$ cat config.mk
export PLATFORM = sky130hd
export DESIGN_NAME = aes_round_ctrl
export DESIGN_NICKNAME = d
export VERILOG_FILES = /design/src/rtl/aes_round_ctrl.sv
export SDC_FILE = /design/constraint.sdc
export NUM_CORES = 1
export LEC_CHECK = 0
export ABC_AREA = 1
export BUFFER_PORTS_ARGS = -buffer_cell sky130_fd_sc_hd__buf_2
export CORE_AREA = 2 2 251 253
export DETAILED_ROUTE_END_ITERATION = 7
export DIE_AREA = 0 0 253 255
export GPL_TIMING_DRIVEN = 0
export SYNTH_ARGS = -nofsm -noshare
export SYNTH_HDL_FRONTEND = slang
export SYNTH_SLANG_ARGS = --single-unit
export TNS_END_PERCENT = 30
$ cat constraint.sdc
create_clock -name clk -period 4.4 [get_ports clk]
set_clock_uncertainty 0.1 [all_clocks]
set_input_delay 0.44 -clock clk [delete_from_list [all_inputs] [get_ports clk]]
set_output_delay 0.44 -clock clk [all_outputs]
set_load 0.01 [all_outputs]
$ cat src/rtl/aes_round_ctrl.sv
// rtl/aes_round_ctrl.sv - iterative AES encrypt round sequencer (IDLE/ROUND/DONE)
// Optional abort input and logic enabled by defining AES_ABORT_EN.
module aes_round_ctrl #(
  parameter int NR    = 10,
  parameter int CNT_W = 4
) (
  input  logic             clk,
  input  logic             rst,
  input  logic             in_valid,
  output logic             in_ready,
  input  logic [127:0]     din,
  output logic [CNT_W-1:0] rk_idx,
  input  logic [127:0]     rk_i,
  output logic [127:0]     rd_din,
  output logic             rd_last,
  input  logic [127:0]     rd_dout,
  output logic             out_valid,
  input  logic             out_ready,
  output logic [127:0]     dout,
  output logic             busy
`ifdef AES_ABORT_EN
  ,
  input  logic             abort
`endif
);

  typedef enum logic [1:0] {
    IDLE  = 2'd0,
    ROUND = 2'd1,
    DONE  = 2'd2
  } fsm_t;

  localparam logic [CNT_W-1:0] LAST_RND = CNT_W'(NR);

  fsm_t             fsm_q, fsm_d;
  logic [CNT_W-1:0] rnd_q, rnd_d;
  logic [127:0]     state_q, state_d;
  logic             in_ready_q, in_ready_d;
  logic             out_valid_q, out_valid_d;
  logic             busy_q, busy_d;
  logic             rd_last_q, rd_last_d;

  always_comb begin
    fsm_d   = fsm_q;
    rnd_d   = rnd_q;
    state_d = state_q;
    case (fsm_q)
      IDLE: begin
        if (in_valid) begin
          // rnd is 0 here, so rk_i is round key 0: initial whitening
          state_d = din ^ rk_i;
          rnd_d   = CNT_W'(1);
          fsm_d   = ROUND;
        end
      end
      ROUND: begin
        state_d = rd_dout;
        if (rnd_q == LAST_RND) begin
          rnd_d = '0;
          fsm_d = DONE;
        end else begin
          rnd_d = rnd_q + CNT_W'(1);
        end
      end
      DONE: begin
        if (out_ready) begin
          fsm_d = IDLE;
        end
      end
      default: begin
        fsm_d = IDLE;
        rnd_d = '0;
      end
    endcase
`ifdef AES_ABORT_EN
    if (abort) begin
      fsm_d   = IDLE;
      rnd_d   = '0;
      state_d = state_q;
    end
`endif
    // Outputs are registered from the next state so they track fsm_q exactly
    in_ready_d  = (fsm_d == IDLE);
    out_valid_d = (fsm_d == DONE);
    busy_d      = (fsm_d != IDLE);
    rd_last_d   = (fsm_d == ROUND) && (rnd_d == LAST_RND);
  end

  always_ff @(posedge clk or posedge rst) begin
    if (rst) begin
      fsm_q       <= IDLE;
      rnd_q       <= '0;
      state_q     <= '0;
      in_ready_q  <= 1'b1;
      out_valid_q <= 1'b0;
      busy_q      <= 1'b0;
      rd_last_q   <= 1'b0;
    end else begin
      fsm_q       <= fsm_d;
      rnd_q       <= rnd_d;
      state_q     <= state_d;
      in_ready_q  <= in_ready_d;
      out_valid_q <= out_valid_d;
      busy_q      <= busy_d;
      rd_last_q   <= rd_last_d;
    end
  end

  assign in_ready  = in_ready_q;
  assign out_valid = out_valid_q;
  assign busy      = busy_q;
  assign rd_last   = rd_last_q;
  assign rk_idx    = rnd_q;
  assign rd_din    = state_q;
  assign dout      = state_q;

endmodule

==> results of run 1 <==
-- routing by layer --
| metal | vias to the layer above | track usage, % | wire length [um] |
|---|---|---|---|
| met3 | 49 | 2.970 | 2658 |
| met1 | 4017 | 11.77 | 14290 |
| li1 | 4234 | - | - |
| met2 | 432 | 19.51 | 18480 |
| met5 | - | 0 | 12 |
| met4 | 2 | 5.900 | 1480 |
-- metrics by stage --
| stage | total power [uW] | setup TNS, ns | util, % | area, um^2 | hold WS (ns) |
|---|---|---|---|---|---|
| after floorplan | 6740 | 0 | - | 8821 | 0.4488 |
| after global placement | 9240 | -260.17 | 21.04 | 13080 | 0.3958 |
| after detailed placement | 9309 | 0 | 21.09 | 13110 | 0.4065 |
| after CTS | 10800 | 0 | 22.01 | 13680 | 0.06441 |
| after global routing | 11450 | 0 | 22.01 | 13680 | 0.08814 |
| final | 10600 | 0 | 22.01 | 13680 | 0.1218 |
-- kinds of logic (layout without fill, tap and decap cells) --
group | after synthesis | after routing
buf+inv | 193 | 878
compound gates | 388 | 388
simple gates | 28 | 28
fa+ha+maj | 2 | 2
xor+xnor | 129 | 129
flops | 138 | 138
other cells | 0 | 2
-- sequential cells by signal, summed over array words and instances, names as in the netlist --
signal / flops
fsm_q: 2
out_valid: 1
busy: 1
rd_last: 1
rk_idx: 4
in_ready: 1
dout: 128
-- timing repair --
action | in CTS | in global routing
hold endpoints to repair | 47 | 0
endpoints found under the setup margin | 0 | 0
hold buffers | 1 | 0
-- final cells by class --
| cell class | instances | area, um^2 | area share, % |
|---|---|---|---|
| inverter | 9 | 41.29 | 0.3017 |
| clock inverter | 11 | 97.59 | 0.7132 |
| timing repair buffer | 653 | 3296 | 24.08 |
| antenna | 2 | 5.005 | 0.03657 |
| buffer | 184 | 1430 | 10.45 |
| clock buffer | 21 | 460.4 | 3.365 |
| tap | 799 | 999.7 | 7.305 |
| sequential | 138 | 3455 | 25.24 |
| multi-input combinational | 547 | 3900 | 28.50 |
-- power breakdown --
group	switching [uW]	internal (uW)
registers	619	1960
logic	3390	3220
clock network	611	802
total	4620	5970
-- placed cells by master, fill, tap and decap left out, types with 11 or more instances in the layout --
cell                        instances
sky130_fd_sc_hd__buf_2            656
sky130_fd_sc_hd__buf_4            138
sky130_fd_sc_hd__dfrtp_1          137
sky130_fd_sc_hd__xnor2_1          129
sky130_fd_sc_hd__o21a_1           128
sky130_fd_sc_hd__o21ai_1          120
sky130_fd_sc_hd__a21oi_2           92
sky130_fd_sc_hd__a21oi_1           36
sky130_fd_sc_hd__clkbuf_1          24
sky130_fd_sc_hd__clkbuf_16         17
sky130_fd_sc_hd__nand2_1           11
-- critical path, cell delays in order (launching register included) --
cell	delay, ns
sky130_fd_sc_hd__dfrtp_1	0.38
sky130_fd_sc_hd__inv_2	0.09
sky130_fd_sc_hd__nand2_2	0.09
sky130_fd_sc_hd__nand2_2	0.11
sky130_fd_sc_hd__buf_2	0.46
sky130_fd_sc_hd__clkbuf_1	0.58
sky130_fd_sc_hd__o21a_1	0.18
-- worst min-delay path by stage --
stage	startpoint	depth (start not counted)	end	slack, ns
final	out_ready	2	fsm_q[1]	0.12
after global routing	out_ready	2	fsm_q[1]	0.09
after CTS	out_ready	2	fsm_q[1]	0.06
after detailed placement	dout[98]	1	dout[98]	0.41
after global placement	dout[30]	1	dout[30]	0.40
after floorplan	out_ready	1	out_valid	0.45
==> results.txt, run 1 <==
The number of global-route vias before repair came out at 8331. The minimum period implied by the final worst setup slack came out at roughly 2.1 ns. The data required time of the worst path came out at about 4.7 ns. In the synthesized netlist, mux cells make up 0% of the area. The count of final setup violators came out at 0.

The number of nets produced by synthesis is approximately 1300. The share of synthesized area in the top cell type comes to between 30% and 40%. The die is about 260 um tall.

CTS saw 138 sinks. The residual antenna-violating net count after detailed routing came out at 0. The number of buffers inserted by port buffering came out at 651. The final clock period utilization by the worst path is about 47%. The total of cells resized after clock tree synthesis came out at 0.

Headroom to the max-slew limit came out at a little over half. The core region area is just over 60000 um^2. The data arrival at the endpoint of the critical path came out at roughly 2.4 ns.

The total power per unit cell area came out at approximately 770 nW/um^2. The source-to-sink clock delay at the later pin of the worst-skew pair is 0.46 ns. The synthesized netlist devotes 29.63% of its cell area to compound gates. The critical path is of the register to register type. Buffers inserted during clock tree synthesis total 17.

Counting flops with a built-in enable in the synthesized netlist gives 0. The post-synthesis instance total came out at 878. Dividing the detail-routed wire length by the instance count gives 15.62 um. The final-layout fill cell count is roughly 6900. The post-CTS setup buffer count is 0. The static leakage is between 0.006 and 0.007 uW.

The flow ran to the end, and the final reports show no timing, DRC or antenna violations. The number of nets in the layout came out at approximately 1900. The number of H-tree levels is 4. The mapped cell area is roughly 9000 um^2.

The async set-reset flop share out of synthesis came out at 100.0%. The number of placed instances, taps included came out at 2329. The critical path ends at dout[19]. The floorplan has approximately 90 rows. By area, the combinational part of the netlist is dominated by compound AO/OA/AOI/OAI gates. The cell sitting at the root of the clock tree is a sky130_fd_sc_hd__clkbuf_16.

The remaining global-route overflow came out at 0. The synthesized area divided by synthesized cell count is approximately 10 um^2. Sequential elements use between 30% and 40% of the synthesized area. The number of placed I/O pins is ~650. By area the synthesized netlist is led by sky130_fd_sc_hd__dfrtp_1 (39%), sky130_fd_sc_hd__xnor2_1 (13%), sky130_fd_sc_hd__buf_4 (12%). The min-delay analysis places its worst path in the category primary input to register. For this block, the initial DRC count from the detailed router was between 300 and 400. After Yosys synthesis, XOR and XNOR cells account for 12.81% of the synthesized area. The final weighted congestion of routability-driven global placement is approximately 0.83.

The peak fanout along the critical path is 11. The initial antenna violation count is 4. The nature of the critical path endpoint is a register. The number of iterations in the first detailed-routing pass is 4. The reported max-cap violation count came out at 0. The worst-case IR drop observed on VDD is 0.3472 mV. The DRC violations left came out at 0.

The first global-routing pass estimated a little over 50 mm of wire. STA classifies the critical path startpoint as a register. In the global route stage, overall resource usage came out at a little over a tenth. The pin slew with the least headroom to its limit is slightly above 0.7 ns. The most critical setup path has its startpoint at fsm_q[1]. No sink is reached through more buffers than the 2 on the longest clock path.

Of the total synthesized cell area, the portion taken by AND, OR, NAND and NOR gates is roughly 1.5%. The cell type contributing the most total cell area after synthesis is sky130_fd_sc_hd__dfrtp_1. The hold violation total from the final report came out at 0. In this run, distinct cell masters in the synthesized netlist total 27. The share of post-route cells with drive strength above 1 came out at between 60% and 70%. The floorplan step defined a die boundary enclosing about 65000 um^2. The x dimension of the die is 253 um. The post-detailed-placement half-perimeter wirelength is roughly 30 mm. The maximum clock frequency is between 400 and 500 MHz.

For the worst flop-to-flop path, the logic depth is 6. TritonCTS built the clock tree. The finished layout holds ~2400 standard cells, fillers aside. The routed layout has just under 9000 vias.

In this run, synthesis produced a sequential element count of ~140. The count of synthesis-stage warnings from yosys came out at 0. The synthesized netlist devotes 0.2837% of its cell area to adder and majority cells. The worst setup timing slack at the placement stage is 2.225 ns.

The worst register-to-register path ends at dout[19]. The final count of pins violating max slew came to 0. Dividing the detail-routed via count by the number of cells gives roughly 3.7. The most used flip-flop cell after synthesis is sky130_fd_sc_hd__dfrtp_1. The initial utilization of the core area, before any placement, comes to about 14%. The worst-case register-to-register setup slack came out at approximately 2.3 ns. The source of the worst register-to-register timing path is fsm_q[1]. sky130_fd_sc_hd__buf_4 is the most common cell in the netlist. Sorting the synthesized cells by how often they occur yields sky130_fd_sc_hd__buf_4 (138), sky130_fd_sc_hd__dfrtp_1 (137), sky130_fd_sc_hd__xnor2_1 (129).

After clock tree synthesis, the clock-pin slew on the worst setup and hold paths is 0.06 ns. Compared with the post-synthesis result, the final layout area differs by 55.14%. Setup repair after global routing left no endpoint under its margin.

The largest net degree at the start of global routing is 74. The post-layout worst setup margin came out at around 2.3 ns. The detailed-route wire length came out at about 37 mm.
(Power assumes the default switching activity.)
==> run 2: changes to the inputs <==
==> constraint.sdc (replaced) <==
create_clock -name clk -period 1.9 [get_ports clk]
set_clock_uncertainty 0.1 [all_clocks]
set_input_delay 0.19 -clock clk [delete_from_list [all_inputs] [get_ports clk]]
set_output_delay 0.19 -clock clk [all_outputs]
set_load 0.01 [all_outputs]
==> results.txt, run 2 (synthesis gave the netlist of run 1 again) <==
Status: completed (unchanged). The hold violation total from the final report is 0 (unchanged). The CTS tree is yes (unchanged). The die area came out at 64520 um^2 (unchanged).

The routed wirelength normalized by instance count came out at 15.64 um (was 15.62 um). The peak fanout along the critical path came out at 11 (unchanged). The data required time of the worst path came out at 2.14 ns (was 4.69 ns). The initial antenna violation count came out at 3 (was 4). Commonest non-fill, non-tap cells in the layout: sky130_fd_sc_hd__buf_2 (654), sky130_fd_sc_hd__dlygate4sd3_1 (352), sky130_fd_sc_hd__buf_4 (140), sky130_fd_sc_hd__dfrtp_1 (137), sky130_fd_sc_hd__xnor2_1 (129) (was sky130_fd_sc_hd__buf_2 (656), sky130_fd_sc_hd__buf_4 (138), sky130_fd_sc_hd__dfrtp_1 (137), sky130_fd_sc_hd__xnor2_1 (129), sky130_fd_sc_hd__o21a_1 (128)).

The residual antenna-violating net count after detailed routing came out at 0 (unchanged). The maximum buffer depth of the clock tree came out at 2 (unchanged). The final clock period utilization by the worst path is 94.06% (was 47.03%). The remaining global-route overflow is 0 (unchanged). The final standard cell utilization of the core came out at 27.91% (was 22.01%).

The overall die height came out at 255 um (unchanged). The pin slew with the least headroom to its limit is 0.6232 ns (was 0.7099 ns). The count of final setup violators is 0 (unchanged). The core region area came out at 62160 um^2 (unchanged).

The type of element launching the critical path is a register (unchanged). The number of placed instances, taps included was 2331 (was 2329). The placement row count is 92 (unchanged).

The number of placed I/O pins came to 652 (unchanged). The flip-flop count of the largest register after layout is 128 (unchanged). The static leakage is 0.007936 uW (was 0.006387 uW). The number of buffers inserted by port buffering came out at 651 (unchanged). The worst hold-check path type is primary input to register (unchanged).

The first-pass GRT wire length came out at 60.76 mm (was 50.60 mm). The number of nets in the layout came to 2295 (was 1940). The number of iterations in the first detailed-routing pass is 5 (was 4).

The reported max-cap violation count is 0 (unchanged). The post-route total power is 25860 uW (was 10600 uW). The via total after detailed routing was 10486 (was 8734). The worst setup path category was register to register (unchanged). Setup repair after global routing missed its margin: true (was false). The final weighted congestion of routability-driven global placement came to 0.7890 (was 0.8258). The number of H-tree levels came out at 4 (unchanged). The post-detailed-route via-to-cell ratio was 3.857 (was 3.695). The most common cell after layout, fill and taps aside is sky130_fd_sc_hd__buf_2 (unchanged). The final count of pins violating max slew came out at 0 (unchanged). The total power per unit cell area is 1491 nW/um^2 (was 774.5 nW/um^2). The sink count of the clock tree is 138 (unchanged). The number of global-route vias before repair came out at 10737 (was 8331). The number of cells in the finished layout apart from fillers came to 2719 (was 2364).

The maximum clock frequency is 559.5 MHz (was 483.2 MHz). The clock buffer count from CTS came out at 17 (unchanged). The x dimension of the die came out at 253 um (unchanged). The clock input transition at the sequential cells of the worst setup and hold paths came to 0.06 ns (about the same).

The initial detailed-routing violation count is 483 (was 306). The nature of the critical path endpoint was a register (unchanged). The detailed-route wire length was 42.53 mm (was 36.92 mm). The clock root buffer is sky130_fd_sc_hd__clkbuf_16 (unchanged). The area growth from synthesis to layout came out at 96.65% (was 55.14%). The DRC violations left came out at 0 (unchanged). The total global-route track usage came to 12.68% (was 10.93%). The post-detailed-placement half-perimeter wirelength is 29.59 mm (was 30.41 mm).

The share of post-route cells with drive strength above 1 is 50.00% (was 60.33%). The source-to-sink clock delay at the later pin of the worst-skew pair is 0.45 ns (was 0.46 ns). The worst voltage drop across the vdd grid came out at 0.6790 mV (was 0.3472 mV).

The minimum period implied by the final worst setup slack was 1.787 ns (was 2.069 ns). The largest net degree at the start of global routing is 40 (was 74). The data arrival at the endpoint of the critical path is 2.03 ns (was 2.36 ns). The relative slew slack came out at 58.37% (was 52.68%). The starting utilization of the core area was 14.19% (unchanged).
[run 2: layer usage]
| layer | wire length, um | GRT usage (%) |
|---|---|---|
| met1 | 16060 | 13.56 |
| met2 | 22240 | 23.28 |
| met3 | 2603 | 2.868 |
| met4 | 1629 | 6.627 |
| met5 | 0 | 0 |
[run 2: power by group]
group	total, uW	internal (uW)	switching, uW
clock network	3320	1910	1410
registers	6050	4530	1510
logic	16500	8300	8190
[run 2: layout make-up]
| cell class | instances | area (um^2) |
|---|---|---|
| diodes | 2 | 5.005 |
| plain buffers | 184 | 1476 |
| clock buffers | 23 | 478.0 |
| clock inverters | 9 | 88.84 |
| fillers | 6406 | 44810 |
| inverters | 9 | 45.04 |
| multi-input cells | 547 | 3923 |
| flip-flops and latches | 138 | 3455 |
| well taps | 799 | 999.7 |
| repair buffers | 1008 | 6877 |
[run 2: final timing paths]
kind / from / slack (ns) / endpoint / cells past startpoint
worst max-delay path: fsm_q[1] / 0.11 / dout[65] / 7
worst min-delay path: rd_dout[33] / 0.04 / dout[33] / 4
worst max register to register: fsm_q[1] / 0.11 / dout[65] / 7
worst min register to register: dout[64] / 0.41 / dout[64] / 1
max in group asynchronous: rst / 0.52 / dout[125] / 5
min in group asynchronous: rst / 0.26 / dout[74] / 3
[run 2: worst max-delay path, stage by stage, from the launching register on]
cell and delay, ns:
sky130_fd_sc_hd__dfrtp_1 0.38, sky130_fd_sc_hd__inv_2 0.08, sky130_fd_sc_hd__nand2_4 0.10, sky130_fd_sc_hd__inv_8 0.12
sky130_fd_sc_hd__buf_16 0.18, sky130_fd_sc_hd__clkbuf_1 0.39, sky130_fd_sc_hd__o21ai_0 0.16, sky130_fd_sc_hd__o21a_1 0.12
[run 2: repair_timing]
| item | 4_1_cts | 5_1_grt |
|---|---|---|
| gates resized for setup | 11 | 23 |
| setup endpoints to repair | 120 | 113 |
| hold buffers | 352 | 0 |
| setup buffers | 1 | 0 |
| cloned | 1 | 0 |
| hold endpoints to repair | 157 | 0 |
| pin swaps | 1 | 0 |
[run 2: through the flow]
step	instance area (um^2)	worst slack, ns	hold slack, ns	setup TNS, ns
global placement	13080	-1.211	0.3052	-171.50
CTS	17310	0.01705	0.001686	0
global route	17340	-0.05049	0.02114	-0.6410
finish	17350	0.1128	0.04455	0
floorplan	8825	-0.1103	0.1988	-15.11
detailed placement	13140	-0.2079	0.1939	-11.99
